<file path="config.mk">
export PLATFORM = sky130hd
export DESIGN_NAME = control_pipe
export DESIGN_NICKNAME = d
export VERILOG_FILES = /design/src/rtl/control_pipe.sv
export SDC_FILE = /design/constraint.sdc
export NUM_CORES = 1
export LEC_CHECK = 0
export BUFFER_PORTS_ARGS = -buffer_cell sky130_fd_sc_hd__buf_2
export CAP_MARGIN = 5
export CORE_ASPECT_RATIO = 0.6
export CORE_MARGIN = 2
export CORE_UTILIZATION = 45
export DETAILED_ROUTE_END_ITERATION = 8
export HOLD_SLACK_MARGIN = 0.1
export PLACE_DENSITY = 0.79
export SETUP_SLACK_MARGIN = 0.02
export SLEW_MARGIN = 10
export SYNTH_ARGS = -nofsm -noshare
export SYNTH_HDL_FRONTEND = slang
export SYNTH_SLANG_ARGS = --single-unit
</file>
<file path="constraint.sdc">
create_clock -name clk_i -period 1.9 [get_ports clk_i]
set_clock_uncertainty 0.2 [all_clocks]
set_input_delay 0.19 -clock clk_i [delete_from_list [all_inputs] [get_ports clk_i]]
set_output_delay 0.19 -clock clk_i [all_outputs]
set_load 0.05 [all_outputs]
</file>
<file path="src/rtl/control_pipe.sv">
// control_pipe: ID-stage decode feeding EX/MEM/WB control registers,
// with a load-use stall FSM and taken-branch flush.
module control_pipe #(
    parameter int ALUOP_W      = 2,
    parameter int REG_AW       = 5,
    parameter int BRANCH_EN    = 1,
    parameter int STALL_CYCLES = 1
) (
    input  logic               clk_i,
    input  logic               rst_i,
    input  logic               valid_i,
    input  logic [6:0]         op_i,
    input  logic [REG_AW-1:0]  rs1_i,
    input  logic [REG_AW-1:0]  rs2_i,
    input  logic [REG_AW-1:0]  rd_i,
    input  logic               branch_taken_i,
    output logic               ex_valid_o,
    output logic [ALUOP_W-1:0] ex_aluop_o,
    output logic               ex_alusrc_o,
    output logic               ex_branch_o,
    output logic [REG_AW-1:0]  ex_rd_o,
    output logic               mem_valid_o,
    output logic               mem_memread_o,
    output logic               mem_memwrite_o,
    output logic [REG_AW-1:0]  mem_rd_o,
    output logic               wb_valid_o,
    output logic               wb_regwrite_o,
    output logic               wb_memtoreg_o,
    output logic [REG_AW-1:0]  wb_rd_o,
    output logic               ex_illegal_o,
    output logic               stall_o,
    output logic               flush_o
);
    localparam logic [6:0] OP_R     = 7'b0110011;
    localparam logic [6:0] OP_I     = 7'b0010011;
    localparam logic [6:0] OP_LOAD  = 7'b0000011;
    localparam logic [6:0] OP_STORE = 7'b0100011;
    localparam logic [6:0] OP_BR    = 7'b1100011;

    typedef enum logic {IDLE, STALL} state_t;

    logic       isR, isI, isLoad, isStore, isBr, illegal, usesRs2;
    logic [1:0] aluOp;
    logic       aluSrc, regWrite, hazard, bubble;
    logic       exRegWrite, exMemRead, exMemWrite, exMemToReg;
    logic       memRegWrite, memMemToReg;
    state_t     state;
    logic [1:0] cnt;

    assign isR      = op_i == OP_R;
    assign isI      = op_i == OP_I;
    assign isLoad   = op_i == OP_LOAD;
    assign isStore  = op_i == OP_STORE;
    assign isBr     = (BRANCH_EN != 0) && (op_i == OP_BR);
    assign illegal  = !(isR | isI | isLoad | isStore | isBr);
    assign aluOp    = isStore ? 2'd2 : isBr ? 2'd3 : (isI | isLoad) ? 2'd1 : 2'd0;
    assign aluSrc   = isI | isLoad | isStore;
    assign regWrite = isR | isI | isLoad;
    assign usesRs2  = isR | isStore | isBr;

    assign hazard = ex_valid_o & exMemRead & (ex_rd_o != '0) & valid_i &
                    ((ex_rd_o == rs1_i) | (usesRs2 & (ex_rd_o == rs2_i)));
    assign flush_o = branch_taken_i & ex_valid_o & ex_branch_o;
    assign stall_o = !flush_o & ((state == STALL) | hazard);
    assign bubble  = !valid_i | stall_o | flush_o;

    always_ff @(posedge clk_i) begin
        if (rst_i) begin
            state          <= IDLE;
            cnt            <= '0;
            ex_valid_o     <= 1'b0;
            ex_aluop_o     <= '0;
            ex_alusrc_o    <= 1'b0;
            ex_branch_o    <= 1'b0;
            ex_rd_o        <= '0;
            ex_illegal_o   <= 1'b0;
            exRegWrite     <= 1'b0;
            exMemRead      <= 1'b0;
            exMemWrite     <= 1'b0;
            exMemToReg     <= 1'b0;
            mem_valid_o    <= 1'b0;
            mem_memread_o  <= 1'b0;
            mem_memwrite_o <= 1'b0;
            mem_rd_o       <= '0;
            memRegWrite    <= 1'b0;
            memMemToReg    <= 1'b0;
            wb_valid_o     <= 1'b0;
            wb_regwrite_o  <= 1'b0;
            wb_memtoreg_o  <= 1'b0;
            wb_rd_o        <= '0;
        end else begin
            ex_valid_o     <= !bubble;
            ex_aluop_o     <= bubble ? '0 : ALUOP_W'(aluOp);
            ex_alusrc_o    <= !bubble & aluSrc;
            ex_branch_o    <= !bubble & isBr;
            ex_rd_o        <= (bubble || !regWrite) ? '0 : rd_i;
            ex_illegal_o   <= !bubble & illegal;
            exRegWrite     <= !bubble & regWrite;
            exMemRead      <= !bubble & isLoad;
            exMemWrite     <= !bubble & isStore;
            exMemToReg     <= !bubble & isLoad;
            mem_valid_o    <= ex_valid_o;
            mem_memread_o  <= exMemRead;
            mem_memwrite_o <= exMemWrite;
            mem_rd_o       <= ex_rd_o;
            memRegWrite    <= exRegWrite;
            memMemToReg    <= exMemToReg;
            wb_valid_o     <= mem_valid_o;
            wb_regwrite_o  <= memRegWrite;
            wb_memtoreg_o  <= memMemToReg;
            wb_rd_o        <= mem_rd_o;
            // The first bubble cycle is covered by the live hazard; STALL holds the rest.
            if (flush_o) begin
                state <= IDLE;
                cnt   <= '0;
            end else if (state == IDLE) begin
                if (hazard && STALL_CYCLES > 1) begin
                    state <= STALL;
                    cnt   <= 2'(STALL_CYCLES - 2);
                end
            end else if (cnt != '0) begin
                cnt <= cnt - 2'd1;
            end else begin
                state <= IDLE;
            end
        end
    end
endmodule

</file>
* After elaboration in Yosys (flattened, before gate mapping)
Index checks and enable logic that the tools add are counted.
W data, S select, Z words.
** Operators by class
- Add/sub/neg operators :: 1
- Equal/unequal tests :: 7
- Muxes and demuxes :: 4
- Bitwise logic cells :: 27
- Reductions and logical operators :: 14
** Operators with widths (number)
- $and A1 B1 Y1 :: 14
- $eq A7 B6 Y1 const B :: 2
- $or A1 B1 Y1 :: 12
- $eq A5 B5 Y1 :: 2
- $eq A7 B2 Y1 const B :: 1
- $eq A7 B5 Y1 const B :: 1
- $eq A7 B7 Y1 const B :: 1
- $reduce_or A2 Y1 :: 3
- $reduce_or A3 Y1 :: 2
- $logic_not A1 Y1 :: 5
- $reduce_bool A5 Y1 :: 1
- $mux W2 :: 2
- $mux W1 :: 2
- $reduce_and A2 Y1 :: 1
- $reduce_bool A2 Y1 :: 1
- $sub A2 B1 Y2 const B :: 1
- $logic_or A1 B1 Y1 :: 1
- $not A1 Y1 :: 1
** Storage, ports and cells
- Register bits after elaboration :: 34
- Logic and storage cells :: 74

* Depth between registers and ports, before layout
- Word-level depth :: 12
- Gate-level depth with buffers :: 7

* Worst setup path before layout
OpenSTA, ideal clock, no wires.
- Path kind :: reg2out
- Start :: register ex_rd_o[1]
- End :: output stall_o
- Data arrival time :: 2452 ps
- Data required time :: 1510 ps
- Setup slack :: -942 ps
- Stages on the path, launching flop included :: 5
- Path buffers :: 0
- Cells stage by stage :: dfxtp_1 xor2_1 nor4_1 a22oi_1 o31ai_1
** On the way
- Longest elaborated chain between the ends :: 6
- Elaborated cells between the ends (all ways) :: 10
- Those cells by class :: eq/ne: 2; bitwise: 7; reduce/logical: 1
** Ends and longest elaborated chain
- from (decl) :: RTL line 21 : output logic [REG_AW-1:0] ex_rd_o,
- from (signal assigned) :: RTL line 96 : ex_rd_o <= (bubble || !regWrite) ? '0 : rd_i;
- $eq A5 B5 Y1 or $reduce_bool A5 Y1 (tied branches) :: RTL line 62, 61
- $and A1 B1 Y1, on equally long branches :: RTL line 62, 61
- $or A1 B1 Y1 or $and A1 B1 Y1 (tied branches) :: RTL line 62, 61
- $and A1 B1 Y1 * :: RTL line 61 : assign hazard = ex_valid_o & exMemRead & (ex_rd_o != '0) & valid_i &
- $or A1 B1 Y1 * :: RTL line 64 : assign stall_o = !flush_o & ((state == STALL) | hazard);
- $and A1 B1 Y1 * :: RTL line 64
- to (decl) :: RTL line 31 : output logic stall_o,
Mark *: on every way between the ends. The rest lies on a longest branch, timed or not.

* Worst setup path in the final report
- Start :: register ex_rd_o[2]
- End :: output stall_o
The elaborated chain is that of the path after synthesis.

==> impl_metrics.py <==
metrics = {
    "floorplanning": {
        "num_rows": 14,
        "die_area_um2": 3160,
        "die_x_um": 71.3,
        "initial_core_util": 0.481,
        "ioPinCount": 55,
        "core-area_um2": 2540,
        "die_y_um": 44.4,
    },
    "sta": {
        "slew_headroom": 0.789,
        "worst_slew_pin_slew_ns": 0.314,
        "min_period_over_period": 1.11,
        "worst_slack_ns": -0.211,
        "hold_ws_ns": 0.162,
        "tns_ns": -0.483,
        "fmax_mhz": 474,
        "layout_min_cycle_time_ns": 2.11,
        "hold_viol_final": 0,
        "rsz0062_at_grt": "yes",
        "setup_viol": 7,
        "slew_viol_final": 0,
    },
    "final_layout": {
        "stdcell_count": 232,
        "final_nets": 226,
        "drive_gt1_frac": 0.480,
        "post-route-util": 0.766,
        "diodes": 0,
        "finalInstanceArea_um2": 1940,
        "syn2layout_area_growth_pct": 59.1,
        "fillers": 179,
    },
    "critical_path": {
        "crit_path_frequent_cell": "buf_6",
        "cpPeakStageDelay_ns": 0.54,
        "crit_fanout": 3,
        "cp-start-kind": "flip-flop",
        "path_cells": "or4_4, o2111ai_4, buf_6, o31ai_4, buf_6",
        "crit_family": "simple AND/OR/NAND/NOR gates",
        "critPathKind": "flip-flop to primary output",
        "end_kind": "primary output",
        "cp.required_ns": 1.51,
        "critPathArrivalTime_ns": 1.72,
        "slowest_stage": "or4_4",
        "path_buf_inv": 2,
    },
    "yosys": {
        "yosysWarnings": 0,
        "yosysTopAreaCell": "dfxtp_1",
        "synth_edf_count": 0,
        "syn_nets": 145,
        "synthCells": 118,
        "netlist.area_leader.share": 0.557,
        "yosysSeqAreaShare": 0.557,
        "syn_area_per_cell_um2": 10.4,
        "synthesis.area_um2": 1220,
        "ys_ff_latch": 34,
        "synth_async_sr_flop_share": 0,
        "synth_ff_type": "dfxtp_1",
        "synth_area_leaders": "dfxtp_1 56%, nor2b_1 10%, xor2_1 7.2%",
        "synth_cell_type_count": 29,
    },
    "clocking": {
        "clock_latency_ns": 0.28,
        "cts_tree": "done",
        "clkSlewWorstSetupHoldPaths_ns": 0.07,
        "cts_max_level": 2,
        "cts_max_path_buffers": 2,
        "cts_root_buf": "clkbuf_8",
        "numCtsBuffers": 5,
        "cts_num_sinks": 34,
    },
    "routing": {
        "vias": 1096,
        "wirelength_um": 3010,
        "viasPerCell": 4.72,
        "drtIter0Drc": 40,
        "drt-pass1-iter-count": 4,
        "drcViolationCount": 0,
        "wl_per_cell_um": 13.0,
        "ant_nets": 0,
    },
    "global_route": {
        "antenna_found_initial": 0,
        "grt_usage": 0.201,
        "grt_pass1_wl_um": 4690,
        "overflow": 0,
        "grt_max_degree": 19,
        "grt_pass1_vias": 1078,
    },
    "placed_design": {
        "place_congestion": 0.864,
        "dp_slack_ns": -0.0300,
        "place_inst": 210,
        "dpl_cell_area_um2": 1630,
        "io_buffer_count": 54,
        "dp_hpwl_um": 2090,
    },
    "pwr": {
        "p_per_area_nw_per_um2": 716,
        "p_leak_nw": 0.905,
        "power_mw": 1.39,
        "peakVddDrop_uv": 324,
    },
    "run_status": {
        "status": "finished with violations",
        "violations": "negative setup slack",
    },
    "min_path": {
        "hold_class": "input pin to flip-flop",
    },
    "run": {
        "max_cap_viol_count": 0,
    },
}
-- sequential cells by signal (all words and copies together), names as in the netlist, 2 cells and up --
register and count:
mem_rd_o 5, ex_aluop_o 2, wb_rd_o 5, ex_rd_o 5, cnt 2
-- cells in the mapped netlist, types with 2 or more instances --
cell      number
nor3_1         3
nor4_1         2
nor2b_1       20
a21oi_1        2
nor2_1        11
buf_2          2
xor2_1        10
inv_1          4
dfxtp_1       34
nor3_2         3
nand2b_1       2
nand2_1        8
-- final timing paths --
check	startpoint	end	slack, ns	depth (start not counted)
worst min-delay path	branch_taken_i	cnt[1]	0.16	4
worst max-delay path	ex_rd_o[2]	stall_o	-0.21	5
worst max register to register	ex_rd_o[2]	exMemWrite	-0.09	6
worst min register to register	memRegWrite	wb_regwrite_o	0.24	1
-- where the power goes --
part	internal (mW)	switching [mW]
registers	0.714	0.00391
logic	0.0664	0.0724
clock network	0.292	0.245
-- cell families after synthesis --
group	share of synthesized area
buffers and inverters	0.0327
xor gates and xnor gates	0.0788
DFF	0.557
adders and majority gates	0.0102
and+or+nand+nor	0.250
AOI/OAI and AO/OA	0.0717
-- worst min-delay path: cells and delay by family --
family / cells / cell delay, ns
buffers and inverters: 1 / 0.10
AO/OA/AOI/OAI: 1 / 0.06
AND/OR/NAND/NOR: 2 / 0.25
-- cell usage in the layout (no fill, tap or decap), types with 2 or more instances in the layout --
master         instances
nand2_1                8
dfxtp_1               27
clkbuf_8               6
xor2_1                10
buf_4                 11
inv_1                  3
a21oi_1                2
nor3_1                 2
nor3_2                 4
nor2_1                11
nand2b_1               2
buf_6                  2
dlygate4sd3_1         10
nor2b_1               20
dfxtp_2                4
buf_2                 53
dfxtp_4                3
-- timing repair --
action | 4_1_cts | 5_1_grt
cloned | 1 | 0
setup buffers | 3 | 0
hold buffers | 10 | 0
hold endpoints to repair | 9 | 0
resized for setup | 8 | 4
endpoints found under the setup margin | 4 | 15
pin swaps | 2 | 1
-- layer usage --
layer | global-route usage | vias up | routed length [µm]
met3 | 0.0615 | 6 | 265
met1 | 0.232 | 499 | 1300
met2 | 0.354 | 43 | 1390
met5 | 0 | - | 0
li1 | - | 548 | -
met4 | 0.0906 | 0 | 44
-- area by class of cell --
cell class / count / area [µm²] / area share
Timing Repair Buffer: 78 / 518 / 0.266
Sequential cell: 34 / 697 / 0.358
Tap cell: 32 / 40.0 / 0.0206
Multi-Input combinational cell: 76 / 579 / 0.298
Clock buffer: 7 / 86.3 / 0.0444
Inverter: 4 / 18.8 / 0.00965
Clock inverter: 1 / 5.00 / 0.00257
(Power assumes the default switching activity.)
